`src/rtl/tod_counter.sv`:
```
// BCD time-of-day counter (HH:MM:SS, 24 h internal) with inc prescaler, 12/24 h display,
// validated load and minute/day strobes. Optional leap second support via LEAP_SECOND_EN.
module tod_counter #(
  parameter int SEC_DIV    = 1,
  parameter int RESET_HOUR = 0
) (
  input  logic       clk_i,
  input  logic       rst_i,
  input  logic       inc_i,
  input  logic       mode_12h_i,
`ifdef LEAP_SECOND_EN
  input  logic       leap_i,
`endif
  input  logic       load_i,
  input  logic [1:0] load_hour_h_i,
  input  logic [3:0] load_hour_l_i,
  input  logic [2:0] load_min_h_i,
  input  logic [3:0] load_min_l_i,
  input  logic [2:0] load_sec_h_i,
  input  logic [3:0] load_sec_l_i,
  output logic [1:0] digit_hour_h_o,
  output logic [3:0] digit_hour_l_o,
  output logic [2:0] digit_min_h_o,
  output logic [3:0] digit_min_l_o,
  output logic [2:0] digit_sec_h_o,
  output logic [3:0] digit_sec_l_o,
  output logic       pm_o,
  output logic       min_o,
  output logic       ovf_o,
  output logic       load_err_o
);
  localparam int             PW       = (SEC_DIV > 1) ? $clog2(SEC_DIV) : 1;
  localparam logic [PW-1:0]  PRE_LAST = PW'(SEC_DIV - 1);
  localparam logic [1:0]     RST_HH   = 2'(RESET_HOUR / 10);
  localparam logic [3:0]     RST_HL   = 4'(RESET_HOUR % 10);

  typedef struct packed {
    logic [1:0] hour_h;
    logic [3:0] hour_l;
    logic [2:0] min_h;
    logic [3:0] min_l;
    logic [2:0] sec_h;
    logic [3:0] sec_l;
  } tod_t;

  tod_t          tod_q, tod_adv, tod_ld;
  logic [PW-1:0] pre_q;
  logic          min_q, ovf_q, err_q;
  logic          tick, sec_top, min_top, hour_top, leap_go;
  logic          min_wrap, day_wrap;
  logic          hr_ok, min_ok, sec_ok, ld_ok;

  assign tod_ld = {load_hour_h_i, load_hour_l_i, load_min_h_i, load_min_l_i,
                   load_sec_h_i, load_sec_l_i};

  // Load validation
  assign hr_ok  = (tod_ld.hour_h < 2'd2 && tod_ld.hour_l <= 4'd9) ||
                  (tod_ld.hour_h == 2'd2 && tod_ld.hour_l <= 4'd3);
  assign min_ok = (tod_ld.min_h <= 3'd5) && (tod_ld.min_l <= 4'd9);
`ifdef LEAP_SECOND_EN
  // SS=60 is only a legal load as the last second of the day
  assign sec_ok = ((tod_ld.sec_h <= 3'd5) && (tod_ld.sec_l <= 4'd9)) ||
                  (tod_ld.sec_h == 3'd6 && tod_ld.sec_l == 4'd0 &&
                   tod_ld.hour_h == 2'd2 && tod_ld.hour_l == 4'd3 &&
                   tod_ld.min_h == 3'd5 && tod_ld.min_l == 4'd9);
`else
  assign sec_ok = (tod_ld.sec_h <= 3'd5) && (tod_ld.sec_l <= 4'd9);
`endif
  assign ld_ok  = hr_ok && min_ok && sec_ok;

  assign tick     = inc_i && (pre_q == PRE_LAST);
  assign sec_top  = (tod_q.sec_h == 3'd5 && tod_q.sec_l == 4'd9) || (tod_q.sec_h == 3'd6);
  assign min_top  = (tod_q.min_h == 3'd5) && (tod_q.min_l == 4'd9);
  assign hour_top = (tod_q.hour_h == 2'd2) && (tod_q.hour_l == 4'd3);
`ifdef LEAP_SECOND_EN
  assign leap_go  = leap_i && hour_top && min_top &&
                    (tod_q.sec_h == 3'd5) && (tod_q.sec_l == 4'd9);
`else
  assign leap_go  = 1'b0;
`endif

  // One-second advance with full carry chain resolved in a single edge
  always_comb begin
    tod_adv  = tod_q;
    min_wrap = 1'b0;
    day_wrap = 1'b0;
    if (leap_go) begin
      tod_adv.sec_h = 3'd6;
      tod_adv.sec_l = 4'd0;
    end else if (sec_top) begin
      tod_adv.sec_h = 3'd0;
      tod_adv.sec_l = 4'd0;
      min_wrap      = 1'b1;
      if (min_top) begin
        tod_adv.min_h = 3'd0;
        tod_adv.min_l = 4'd0;
        if (hour_top) begin
          tod_adv.hour_h = 2'd0;
          tod_adv.hour_l = 4'd0;
          day_wrap       = 1'b1;
        end else if (tod_q.hour_l == 4'd9) begin
          tod_adv.hour_l = 4'd0;
          tod_adv.hour_h = tod_q.hour_h + 2'd1;
        end else begin
          tod_adv.hour_l = tod_q.hour_l + 4'd1;
        end
      end else if (tod_q.min_l == 4'd9) begin
        tod_adv.min_l = 4'd0;
        tod_adv.min_h = tod_q.min_h + 3'd1;
      end else begin
        tod_adv.min_l = tod_q.min_l + 4'd1;
      end
    end else if (tod_q.sec_l == 4'd9) begin
      tod_adv.sec_l = 4'd0;
      tod_adv.sec_h = tod_q.sec_h + 3'd1;
    end else begin
      tod_adv.sec_l = tod_q.sec_l + 4'd1;
    end
  end

  // Load has priority over inc; a rejected load still swallows that edge's inc
  always_ff @(posedge clk_i or posedge rst_i) begin
    if (rst_i) begin
      tod_q <= '{hour_h: RST_HH, hour_l: RST_HL, default: '0};
      pre_q <= '0;
      min_q <= 1'b0;
      ovf_q <= 1'b0;
      err_q <= 1'b0;
    end else begin
      min_q <= 1'b0;
      ovf_q <= 1'b0;
      err_q <= 1'b0;
      if (load_i) begin
        if (ld_ok) begin
          tod_q <= tod_ld;
          pre_q <= '0;
        end else begin
          err_q <= 1'b1;
        end
      end else if (inc_i) begin
        if (tick) begin
          pre_q <= '0;
          tod_q <= tod_adv;
          min_q <= min_wrap;
          ovf_q <= day_wrap;
        end else begin
          pre_q <= pre_q + 1'b1;
        end
      end
    end
  end

  logic [4:0] hour_bin, disp_bin, units;

  always_comb begin
    hour_bin = 5'(tod_q.hour_h) * 5'd10 + 5'(tod_q.hour_l);
    disp_bin = hour_bin;
    if (mode_12h_i) begin
      if (hour_bin == 5'd0)       disp_bin = 5'd12;
      else if (hour_bin > 5'd12)  disp_bin = hour_bin - 5'd12;
    end
    if (disp_bin >= 5'd20) begin
      digit_hour_h_o = 2'd2;
      units          = disp_bin - 5'd20;
    end else if (disp_bin >= 5'd10) begin
      digit_hour_h_o = 2'd1;
      units          = disp_bin - 5'd10;
    end else begin
      digit_hour_h_o = 2'd0;
      units          = disp_bin;
    end
  end

  assign digit_hour_l_o = units[3:0];
  assign digit_min_h_o  = tod_q.min_h;
  assign digit_min_l_o  = tod_q.min_l;
  assign digit_sec_h_o  = tod_q.sec_h;
  assign digit_sec_l_o  = tod_q.sec_l;
  assign pm_o           = (hour_bin >= 5'd12);
  assign min_o          = min_q;
  assign ovf_o          = ovf_q;
  assign load_err_o     = err_q;

endmodule

```
`config.mk`:
```
export PLATFORM = sky130hd
export DESIGN_NAME = tod_counter
export DESIGN_NICKNAME = d
export VERILOG_FILES = /design/src/rtl/tod_counter.sv
export SDC_FILE = /design/constraint.sdc
export NUM_CORES = 1
export LEC_CHECK = 0
export CAP_MARGIN = 20
export CELL_PAD_IN_SITES_DETAIL_PLACEMENT = 0
export CELL_PAD_IN_SITES_GLOBAL_PLACEMENT = 1
export CORE_ASPECT_RATIO = 0.9
export CORE_MARGIN = 3
export CORE_UTILIZATION = 30
export DETAILED_ROUTE_END_ITERATION = 6
export PLACE_DENSITY = 0.79
export SLEW_MARGIN = 20
export SYNTH_ARGS = -nofsm -noshare
export SYNTH_HDL_FRONTEND = slang
export SYNTH_SLANG_ARGS = --single-unit
```
`constraint.sdc`:
```
create_clock -name clk_i -period 3.8 [get_ports clk_i]
set_input_delay 0.57 -clock clk_i [delete_from_list [all_inputs] [get_ports clk_i]]
set_output_delay 0.57 -clock clk_i [all_outputs]
set_load 0.005 [all_outputs]
```
=== Yosys cells after proc, flatten, opt, wreduce, memory -nomap -nowiden ===
Index checks and enable logic that the tools add are counted.

* Equality and inequality tests: 10
* Multiplexer cells: 38
* Magnitude comparators: 11
* Reduce and logical (&&, ||, !) cells: 27
* Add/sub/neg operators: 11
* $mul: 1
* Bitwise logic cells: 1

{| class="wikitable"
|+ Operators by type and width
! operator !! number
|-
| 2-to-1 mux 20 bit || 4
|-
| 2-to-1 mux 4 bit || 5
|-
| 2-to-1 mux 1 bit || 17
|-
| 2-to-1 mux 5 bit || 3
|-
| 2-to-1 mux 7 bit || 2
|-
| 2-to-1 mux 13 bit || 1
|-
| adder 4 x 1 -> 4 bit (second input constant) || 3
|-
| == test 4 bit (second input constant) || 3
|-
| <= comparator 4 bit (second input constant) || 3
|-
| 2-to-1 mux 6 bit || 2
|-
| >= comparator 5 x 4 -> 1 bit (second input constant) || 2
|-
| logical AND 1 bit || 10
|-
| AND reduction 5 bit || 2
|-
| == test 3 bit (second input constant) || 3
|-
| nonzero test 3 bit || 3
|-
| AND reduction 4 bit || 2
|-
| nonzero test 2 bit || 4
|-
| adder 3 x 1 -> 3 bit (second input constant) || 2
|-
| <= comparator 3 bit (second input constant) || 2
|-
| 2-to-1 mux 3 bit || 2
|-
| AND reduction 6 bit || 1
|-
| adder 5 x 4 -> 5 bit || 1
|-
| >= comparator 5 bit (second input constant) || 1
|-
| greater-than comparator 5 x 4 -> 1 bit (second input constant) || 1
|-
| other kinds (17) || 20
|}

* Output and inout bits: 24
* Bits in registers: 24
* Input bits: 25

=== Logic depth before layout (Yosys ltp) ===
Gate-level depths: netlist (run 1).

* Depth in word-level cells: 9
* Depth in mapped cells: 17
* Mapped depth without buffers: 16

=== Least setup slack after synthesis (run 1) ===
No wires, ideal clock.

* Kind: flip-flop to output port
* Start point: reg tod_q[18] (netlist name)
* End point: out digit_hour_l_o[3]
* Arrival time: 3.339 ns
* Required time: 3.230 ns
* Path slack: -0.109 ns
* Buffers on the path: 1
* Cell stages (with the launch flop): 16
* Path through: dfrtp_1 -> ha_1 -> inv_1 -> fa_1 -> inv_1 -> ha_1 -> nand2b_1 -> a2111oi_0 -> a211oi_1 -> and2_1 -> buf_6 -> inv_4 -> ha_1 -> nor4b_1 -> a211oi_1 -> and3_1

* Cells in the longest elaborated chain, start to end: 9
* Elaborated cells on any way between the ends: 14
* Those cells by class: add/sub: 4; mul: 1; order compare: 3; mux: 5; reduce/logical: 1

{| class="wikitable"
|+ RTL lines
! element !! RTL line !! source
|-
| start: declaration || 46 || <nowiki>tod_t tod_q, tod_adv, tod_ld;</nowiki>
|-
| start signal: assignment || 135 || <nowiki>tod_q <= tod_ld;</nowiki>
|-
| start signal: assignment || 143 || <nowiki>tod_q <= tod_adv;</nowiki>
|-
| multiplier 2 x 3 -> 4 bit (*) || 156 || <nowiki>hour_bin = 5'(tod_q.hour_h) * 5'd10 + 5'(tod_q.hour_l);</nowiki>
|-
| adder 5 x 4 -> 5 bit (*) || 156 ||
|-
| subtractor 5 x 4 -> 5 bit or greater-than comparator 5 x 4 -> 1 bit (tied branches) || 160 || <nowiki>else if (hour_bin > 5'd12) disp_bin = hour_bin - 5'd12;</nowiki>
|-
| 2-to-1 mux 5 bit || 160 ||
|-
| 2-to-1 mux 5 bit || 159 || <nowiki>if (hour_bin == 5'd0) disp_bin = 5'd12;</nowiki>
|-
| 2-to-1 mux 5 bit (*) || 158 || <nowiki>if (mode_12h_i) begin</nowiki>
|-
| subtractor 4 bit or >= comparator 5 x 4 -> 1 bit (tied branches) || 167, 165 ||
|-
| 2-to-1 mux 4 bit || 165 || <nowiki>end else if (disp_bin >= 5'd10) begin</nowiki>
|-
| 2-to-1 mux 4 bit (*) || 162 || <nowiki>if (disp_bin >= 5'd20) begin</nowiki>
|-
| end: declaration || 22 || <nowiki>output logic [3:0] digit_hour_l_o,</nowiki>
|}

Mark *: on every way between the ends. The rest lies on a longest branch, timed or not.

=== Final worst setup path (run 1) ===
* Start point: reg tod_q[18] (netlist name)
* End point: out digit_hour_l_o[1]

Same word-level chain as after synthesis.

==> results list, run 1 <==
* Fill count: 712
- Run status: finished, violations left
* Post-Synth Simple-Gate Area: 21.2%
- Warnings, synthesis: 0
- After floorplanning, the core was sized to cover 0.00711 mm².
- Synth Area in Adders: 10.5%
- A synthesized cell averages 8.31 µm².
- Fraction of final layout cells with drive strength greater than 1: 30.1%
- Final Core Density: 46.7%
- Setup repair after global routing could not meet its margin everywhere.
* Dominant combinational cell family by area after synthesis: compound AO/OA/AOI/OAI gates
- Antenna diode count: 0
- The first routing iteration left 169 violations.
- Number of buffers added by the clock tree synthesis step: 3
- Failing checks: setup timing
- Overflow left after global routing: 0
- ANT nets after route: 0
* CP Data Required Time: 3230 ps
- Via density per instance: 5.17
- Post-layout worst setup margin: -170 ps
- Summing the areas of all compound-gate instances in the mapped netlist gives 28.0% of the synthesized area.
- Cell taking the most area after synthesis: sky130_fd_sc_hd__dfrtp_1
- Largest clock skew in the final design: 5.48 ps
- Setup violations remaining at the end of the flow were counted as 3.
- In the final routed layout, each cell accounts on average for 14.7 µm.
- On the final layout, the worst hold slack is 528 ps.
- Counting along the longest clock path gives a buffer depth of 2.
* First-pass DRT Iterations: 4
- Die Height: 87.6 µm
- Final routed wirelength across all metal layers: 6470 µm
- Later-pin clock latency in the skew report: 270 ps
* Largest stage delay on the critical path: 370 ps
* Cell Area, Synth: 0.00222 mm²
- Shortest period the worst path allows: 3970 ps
- Commonest cells after routing, fill and taps aside: 43 x sky130_fd_sc_hd__clkdlybuf4s50_1, 43 x sky130_fd_sc_hd__buf_4, 27 x sky130_fd_sc_hd__nor2_1
- Cells along the critical path: ha_2 -> inv_2 -> fa_2 -> xnor2_4 -> clkinv_4 -> ha_4 -> or2_4 -> a21oi_4 -> a21oi_4 -> nand3_4 -> buf_6 -> ha_4 -> inv_2 -> o21ai_2 -> buf_4 -> a31oi_2 -> a211oi_2 -> buf_2
* Final worst path period share: 104%
* Final number of hold-violating endpoints: 0
* Post-layout net count: 391
- In this run the number of H-tree levels came out at 1.
- Full die area: 0.00847 mm²
* Number of placed I/O pins: 49
- Across the whole layout, storage elements account for 601 µm².
- The first global-routing pass estimated 10900 µm of wire.
* Starting Density: 31.2%
- The portion of synthesized area spent on multiplexers is 2.48%.
- In this run, synthesis produced a sequential element count of 24.
* Post-synth EDFFs: 0
* Clock root buffer master: sky130_fd_sc_hd__clkbuf_8
* Synth Net Count: 310
* Crit start category: flop
* GP Congestion: 0.845
- Once detailed placement completed, the half-perimeter wirelength came to 4830 µm.
- Worst rel slew slack: 58.6%
* Most used DFF post-synth: sky130_fd_sc_hd__dfrtp_1
- Largest fanout on the critical path: 3
- Clock tree from TritonCTS: built
- Among cell families on the critical path, the largest total delay comes from adder cells.
* Number of slew-limit violations in the final report: 0
* Number of global-route vias before repair: 2254
- At the pin with the least slew margin, the transition time is 617 ps.
- Hold Path Class: reg2reg
- Port-buffer cells: 48
- Cell types with the largest area share after synthesis: sky130_fd_sc_hd__dfrtp_1 27%, sky130_fd_sc_hd__ha_1 9.6%, sky130_fd_sc_hd__o21ai_0 5.4%
- After clock tree synthesis, the clock-pin slew on the worst setup and hold paths is 90 ps.
- After synthesis, the share of flip-flops with an asynchronous set or reset is 100%.
- Cell with the largest stage delay on the worst path: sky130_fd_sc_hd__dfrtp_1
- The detailed router placed 2270 vias in this run.
- Synthesis-to-finish area growth: 49.7%
- The synthesized design devotes to its leading area cell type 27.1% of total area.
- Counting both buffers and inverters, the worst setup path holds a total of 6.
- The floorplan has 29 rows.
- Across the run, the number of max-cap violations was 0.
- Sequential elements use 27.1% of the synthesized area.
* Maximum number of pins on one net before global-route repair: 25
* Gr usage total: 15.3%
- Post-Synthesis Cells: 267
- Synth unique cells: 65
* Worst Path Arrival: 3400 ps
* Clock Sinks: 24
* FMAX: 252 MHz
- For this run, design rule violations remaining after detail routing come to 0.
* Die width: 96.7 µm
* Crit end category: output port
- Summing all multi-input logic gate instances after layout gives 0.00162 mm².
- Antenna violations before repair: 0
- Xor/xnor cell area share of the yosys netlist: 0.733%
- Worst Setup Path Type: reg2out
layout make-up:
| type | instances | share of cell area, % |
|---|---|---|
| Sequential cell | 24 | 18.1 |
| Timing Repair Buffer | 98 | 26.0 |
| Multi-Input combinational cell | 202 | 48.8 |
| Inverter | 19 | 2.37 |
| Clock buffer | 3 | 1.24 |
| Tap cell | 93 | 3.50 |
kinds of logic (layout without fill, tap and decap cells):
family          Yosys count  in the layout
simple gates             89             89
compound gates           89             89
buf+inv                  41            120
flops                    24             24
fa+ha+maj                18             18
xor+xnor                  1              1
mux                       5              5
worst register-to-register path, cell delays in order, from the launching register on:
cell and delay [ps]:
sky130_fd_sc_hd__dfrtp_1 450, sky130_fd_sc_hd__ha_1 250, sky130_fd_sc_hd__and4b_1 190, sky130_fd_sc_hd__o21ai_1 490
sky130_fd_sc_hd__nand2_1 320, sky130_fd_sc_hd__nand3_1 310, sky130_fd_sc_hd__o21ai_0 150, sky130_fd_sc_hd__o21ai_0 100
timing repair:
item / 4_1_cts / 5_1_grt
setup buffers: 12 / 0
gates cloned: 0 / 0
hold buffers: 0 / 0
endpoints found under the setup margin: 5 / 5
resized for setup: 48 / 8
pin swaps: 22 / 5
synthesized netlist by cell type (2+ instances only):
cell and instances:
sky130_fd_sc_hd__nand3_1 10, sky130_fd_sc_hd__a31oi_1 4, sky130_fd_sc_hd__mux2i_1 3, sky130_fd_sc_hd__inv_1 17
sky130_fd_sc_hd__a211oi_1 5, sky130_fd_sc_hd__nor2b_1 4, sky130_fd_sc_hd__nor2_1 27, sky130_fd_sc_hd__dfrtp_1 24
sky130_fd_sc_hd__nor3_1 3, sky130_fd_sc_hd__a221oi_1 2, sky130_fd_sc_hd__and3_1 2, sky130_fd_sc_hd__nor4b_1 2
sky130_fd_sc_hd__a21oi_1 23, sky130_fd_sc_hd__ha_1 17, sky130_fd_sc_hd__nor3b_1 4, sky130_fd_sc_hd__nand2b_1 3
sky130_fd_sc_hd__o211ai_1 2, sky130_fd_sc_hd__clkbuf_1 5, sky130_fd_sc_hd__a22o_1 2, sky130_fd_sc_hd__o22a_1 2
sky130_fd_sc_hd__o21ai_0 24, sky130_fd_sc_hd__a211oi_2 2, sky130_fd_sc_hd__nand2_1 17, sky130_fd_sc_hd__nand3b_1 2
sky130_fd_sc_hd__a22oi_1 6, sky130_fd_sc_hd__nand4_1 3, sky130_fd_sc_hd__buf_4 14
per-stage QoR:
stage                     TNS (ps)  cell area (µm²)  worst slack (ps)  cells
after global placement       -1240             3010              -346    423
final                         -366             3320              -170    439
after global routing         -1030             3320              -324    439
after detailed placement     -1810             3010              -519    423
after CTS                     -238             3260              -123    438
after floorplan                  0             2280              10.8    267
layer usage:
layer | track usage [%] | vias to the layer above | part of all wire [%] | routed length, µm
met5 | 0 | - | 0 | 0
met4 | 4.46 | 0 | 1.4 | 88
met3 | 1.75 | 9 | 3.2 | 205
met2 | 25.8 | 51 | 49 | 3150
met1 | 21.1 | 1080 | 47 | 3030
li1 | - | 1130 | - | -
sequential cells by signal, indices dropped and copies added (netlist names):
register and cells:
tod_q 6, digit_min_l_o 4, digit_sec_l_o 4, digit_min_h_o 3, digit_sec_h_o 3, load_err_o 1
min_o 1, ovf_o 1, pre_q 1
path summary, 6_finish.rpt:
check	depth (start not counted)	from	end	slack, ps
max	18	tod_q[18]	digit_hour_l_o[1]	-170
min	2	pre_q	pre_q	530
max reg2reg	7	digit_sec_l_o[0]	tod_q[17]	1460
min reg2reg	2	pre_q	pre_q	530
max in group asynchronous	3	rst_i	ovf_o	2680
min in group asynchronous	2	rst_i	digit_sec_h_o[0]	640
Power of run 1 is left out: the tool's default activity adds up to more than one toggle a clock period on the data nets, which glitch-free logic cannot reach.
==> inputs of run 2 (changes only) <==
ABC_CLOCK_PERIOD_IN_PS = 3800   (was unset)
GPL_TIMING_DRIVEN = 0   (was unset)
TNS_END_PERCENT = 30   (was unset)
==> run 2 against run 1 <==
The run ends with DRC, setup timing left. Die area did not move. Fmax is 0.83% lower. Setup slack worse by 33 ps. First-iteration DRC count fell by 40%. Critical endpoint is now digit_hour_l_o[3].
==> results list, run 2 (same netlist as run 1, synthesis figures left out) <==
- Largest fanout on the critical path: 3
- Antenna diode count: 0
* Number of slew-limit violations in the final report: 0
- The die is 96.7 µm wide.
* GP Congestion: 0.816
- In this run, CTS created clock tree buffers numbering 3.
* Count of unresolved DRC violations after routing: 1
* Routed wire per std cell: 15.2 µm
- Shortest period the worst path allows: 4000 ps
* Number of flip-flops under the largest register name: 6
- The tool flagged a number of max-cap violations equal to 0.
- Hold Path Class: reg2reg
- Port-buffer cells: 48
- The flow ran to the end, but the final reports show violations.
- Number of global-route vias before repair: 2232
* Starting Density: 31.2%
* FMAX: 250 MHz
* Number of cells after detailed placement: 408
- Before antenna repair, the detailed router went through 7 iterations.
* Crit start category: flop
- Crit end category: output port
- Entering global routing, the biggest net connects 25 pins.
- Gr usage total: 15.1%
* Final routed wirelength across all metal layers: 6480 µm
- Commonest cells after routing, fill and taps aside: 43 x sky130_fd_sc_hd__clkdlybuf4s50_1, 30 x sky130_fd_sc_hd__buf_4, 27 x sky130_fd_sc_hd__nor2_1
- Overflow left after global routing: 0
* Depth of the CTS H-tree: 1
- The net count of the finished layout is 379.
- Full die area: 0.00847 mm²
* Total half-perimeter wirelength after legalization and detailed placement: 4710 µm
- Final setup vio count: 4
* Final worst path period share: 105%
* Post-layout worst setup margin: -203 ps
- Clock Sinks: 24
* Final instance area: 0.00318 mm²
* Final number of hold-violating endpoints: 0
- The longest clock path from root to sink contains 2 buffers.
- Later-pin clock latency in the skew report: 270 ps
- TritonCTS built the clock tree.
* Die Height: 87.6 µm
- Worst rel slew slack: 37.9%
- In the routed layout, each cell is associated on average with a via count of 5.25.
- After clock tree synthesis, the clock-pin slew on the worst setup and hold paths is 90 ps.
- Data on the critical path is required at its endpoint by 3230 ps.
- Post-Layout Cell Count: 427
* Register bank with the most flops: tod_q
- At the worst endpoint, the arrival time is 3430 ps.
- Number of placed I/O pins: 49
- RSZ-0062 raised after global routing: true
- Failing checks: DRC, setup timing
* Pre-CTS setup slack: -832 ps
- Final Core Density: 44.7%
- Number of rows in the core area: 29
* Hold buffers post-CTS: 0
- For this block, the via count after detailed routing is 2242.
- After the first detailed-routing iteration, the DRC count stood at 102.
* Fraction of final layout cells with drive strength greater than 1: 24.3%
* Transition time of the tightest slew-check pin: 926 ps
- The worst setup path is of the reg2out kind.
- Clock root buffer master: sky130_fd_sc_hd__clkbuf_8
- Clock skew on the completed layout was measured at 6.84 ps.
- Synthesis-to-finish area growth: 43.2%
- The initial antenna violation count came to 0.
- ANT nets after route: 0
* Core Footprint: 0.00711 mm²
- The first global-routing pass estimated 10800 µm of wire.
* Placement Cell Area: 0.00287 mm²
- Leaving out fill and tap cells, the most frequent cell in the layout is sky130_fd_sc_hd__clkdlybuf4s50_1.
==> run 2: changes by cell type in the layout (fill, tap and decap cells not counted), sizes merged <==
cell      previous run  this run
clkinvlp             0         1
clkinv               1         3
buf                 54        37
clkbuf               3         8
inv                 18        15
==> run 2: layout make-up <==
cell class / count / area [µm²]
Buffer: 21 / 133
Clock buffer: 3 / 41.3
Fill cell: 728 / 3930
Inverter: 19 / 87.6
Multi-Input combinational cell: 202 / 1610
Sequential cell: 24 / 603
Tap cell: 93 / 116
Timing Repair Buffer: 65 / 591
==> run 2: metal layers <==
layer  track usage, %  share of wire, %  vias to the layer above
met4             2.68              0.71                        0
met3             1.91               2.9                        4
met1             21.1                50                     1086
li1                 -                 -                     1101
met5                0                 0                        -
met2             25.7                47                       51
==> run 2: critical path, stage by stage (launching register included) <==
cell,delay [ps]
sky130_fd_sc_hd__dfrtp_2,420
sky130_fd_sc_hd__ha_4,150
sky130_fd_sc_hd__inv_2,40
sky130_fd_sc_hd__fa_2,390
sky130_fd_sc_hd__xnor2_4,280
sky130_fd_sc_hd__clkinv_4,90
sky130_fd_sc_hd__ha_4,170
sky130_fd_sc_hd__or2_4,250
sky130_fd_sc_hd__a21oi_4,190
sky130_fd_sc_hd__a211oi_2,110
sky130_fd_sc_hd__and2_4,190
sky130_fd_sc_hd__clkinv_4,50
sky130_fd_sc_hd__ha_4,210
sky130_fd_sc_hd__nor4b_4,270
sky130_fd_sc_hd__a211oi_2,70
sky130_fd_sc_hd__and3_1,140
sky130_fd_sc_hd__buf_2,120
==> run 2: worst paths after layout <==
kind,start,to,slack (ps),cells past startpoint
max,tod_q[18],digit_hour_l_o[3],-200,16
min,pre_q,pre_q,530,2
max reg2reg,digit_sec_l_o[1],digit_min_l_o[0],1470,8
min reg2reg,pre_q,pre_q,530,2
max in group asynchronous,rst_i,tod_q[18],2650,2
min in group asynchronous,rst_i,digit_sec_h_o[1],680,2
==> run 2: timing repair <==
item                                   in CTS  in global routing
buffers inserted                           16                  1
endpoints found under the hold margin       0                  0
setup endpoints to repair                   5                  5
cloned                                      0                  0
resized for setup                          39                 10
pin swaps                                  18                 17
==> run 2: through the flow <==
stage               setup TNS, ps  hold WS, ps
global route                -1370          549
floorplan                       0          486
global placement            -3150          505
finish                       -677          525
detailed placement          -3450          506
CTS                          -407          521
Power of run 2 is left out for the same reason.
==> inputs of run 3 (changes only) <==
CORE_MARGIN = 4   (was 3)
SETUP_SLACK_MARGIN = 0.2   (was unset)
SKIP_LAST_GASP = 1   (was unset)
==> run 3 against run 2 <==
The run ends with setup timing left. Fmax is 2.2% lower. Final cell count rose by 1.6%. Count of clock-buffer cells in the layout stayed put. First-iteration DRC count grew 5.9%. Register-to-register slack better by 60 ps. Routed wire length down 0.23%. Clock skew increased by 1.1 ps. Via count up 0.45%. Highest routed layer unchanged.
==> results list, run 3 (same netlist as run 1, synthesis figures left out) <==
- The number of global-route vias before repair was 2142.
- Total Neg Setup Slack: -946 ps
- The final layout contains routed wiring with a total length of 6470 µm.
* Antenna violations before repair: 0
- In the global route stage, overall resource usage came out at 14.1%.
- FMAX: 244 MHz
- The detail route stage leaves a number of antenna-violating nets equal to 0.
- For this configuration, the core starts out at a cell density of 31.2%.
* Count of unresolved DRC violations after routing: 0
- Dividing the detail-routed wire length by the instance count gives 14.9 µm.
- The number of endpoints with negative hold slack in the final report was 0.
* Number of flip-flops under the largest register name: 6
- After legalization and detailed placement, the total HPWL measured 4660 µm.
- Worst rel slew slack: 62.1%
- Die width: 98.7 µm
- In this run the number of H-tree levels came out at 1.
- Full die area: 0.00884 mm²
- The first global-routing pass estimated 10400 µm of wire.
* Run status: finished, violations left
- The slowest stage of the critical path belongs to the cell sky130_fd_sc_hd__fa_2.
- After detailed placement, the total cell area comes to 0.00291 mm².
- The worst path uses 108% of the clock period.
- Crit start category: flop
- The floorplan has 29 rows.
* Synthesis-to-finish area growth: 47.5%
- Cells along the critical path: ha_4 -> inv_2 -> fa_2 -> inv_2 -> ha_4 -> nand2b_4 -> a2111oi_4 -> a211oi_2 -> and2_1 -> buf_6 -> inv_6 -> ha_4 -> a32oi_4 -> nand3_2 -> buf_6 -> a211oi_2 -> buf_2
* Register bank with the most flops: tod_q
* Port-buffer cells: 48
- Maximum number of pins on one net before global-route repair: 25
- Reg clk slew, reported paths: 90 ps
- For the finished layout, the period the worst path requires is 4090 ps.
* Worst Path Arrival: 3520 ps
- By instance count, the cell type seen most on the critical path is sky130_fd_sc_hd__ha_4.
* Worst Setup Path Type: reg2out
- Clock tree from TritonCTS: built
* Number of slew-limit violations in the final report: 0
- In the routed layout, each cell is associated on average with a via count of 5.19.
* Largest clock skew in the final design: 7.90 ps
- In this run the count of I/O pins placed on the die edge is 49.
* Transition time of the tightest slew-check pin: 564 ps
- Commonest cells after routing, fill and taps aside: 43 x sky130_fd_sc_hd__clkdlybuf4s50_1, 33 x sky130_fd_sc_hd__buf_4, 26 x sky130_fd_sc_hd__nor2_1
- Hold Path Class: in2async
* Detailed Route Iter0 Violations: 108
- After routing the design area is 0.00327 mm².
* GP Congestion: 0.814
- The worst setup path is captured at an output port.
- For this run, the slowest stage of the critical path takes 560 ps.
- Failing checks: setup timing
- In the post-route analysis, the smallest setup slack over all paths is -292 ps.
- After clock tree synthesis, the flow added hold-fix buffers numbering 0.
* Antenna diode count: 0
- The final layout contains 385 nets.
- Clock root buffer master: sky130_fd_sc_hd__clkbuf_8
- Final setup vio count: 5
* First-pass DRT Iterations: 6
- Along the worst path, the maximum fanout reaches 4.
- TritonCTS created 3 clock buffers.
- Later-pin clock latency in the skew report: 270 ps
* Clock Sinks: 24
* RSZ-0062 raised after global routing: true
* Overflow left after global routing: 0
- OpenSTA, run right after detailed placement, puts the worst setup slack at -707 ps.
- In this run the vertical extent of the chip is 89.6 µm.
* Fraction of final layout cells with drive strength greater than 1: 26.4%
* Core Footprint: 0.00711 mm²
- Max Buffers Root-to-Sink: 2
- Max-cap violations in this run came to 0.
* Commonest non-fill, non-tap cell in the layout: sky130_fd_sc_hd__clkdlybuf4s50_1
- STA puts the critical path data required time at 3230 ps.
- Across all layers, the routed design uses 2252 vias.
==> run 3: routing by layer <==
| metal | track usage (%) | vias to the layer above | wire length (µm) |
|---|---|---|---|
| met2 | 23.6 | 46 | 3020 |
| met5 | 0 | - | 0 |
| met4 | 2.61 | 0 | 46 |
| met3 | 2.86 | 4 | 277 |
| li1 | - | 1118 | - |
| met1 | 19.3 | 1084 | 3120 |
==> run 3: through the flow <==
step	hold WS [ps]	std cells	util, %
floorplan	486	267	-
global placement	510	408	40.9
detailed placement	518	408	40.9
CTS	536	425	44.2
global route	540	434	46.0
finish	526	434	46.0
==> run 3: path summary, 6_finish.rpt <==
kind	startpoint	endpoint	slack, ps	depth (start not counted)
max	tod_q[18]	digit_hour_l_o[1]	-290	17
min	rst_i	digit_sec_h_o[1]	530	2
max reg2reg	digit_sec_l_o[0]	digit_sec_h_o[1]	1530	7
min reg2reg	pre_q	pre_q	540	2
max in group asynchronous	rst_i	tod_q[19]	2850	3
min in group clk_i	pre_q	pre_q	540	2
==> run 3: worst max-delay path, delay by kind of cell, from the launching register on <==
family / cells / cell delay [ps]
flip-flops: 1 / 420
buffers and inverters: 6 / 530
AND/OR/NAND/NOR: 3 / 460
adder cells (fa/ha/maj): 4 / 1120
AO/OA/AOI/OAI: 4 / 730
==> run 3: what timing repair did <==
| item | CTS | global route |
|---|---|---|
| pin swaps | 13 | 13 |
| endpoints found under the setup margin | 5 | 5 |
| gates cloned | 0 | 0 |
| resized for setup | 23 | 16 |
| setup buffers | 13 | 8 |
==> run 3: area by class of cell <==
type / count / area [µm²]
plain buffers: 22 / 144
clock inverters: 1 / 30.0
repair buffers: 70 / 647
well taps: 93 / 116
clock buffers: 3 / 41.3
flip-flops and latches: 24 / 603
multi-input cells: 202 / 1600
inverters: 19 / 87.6
fillers: 719 / 3840
Power of run 3 is left out for the same reason.
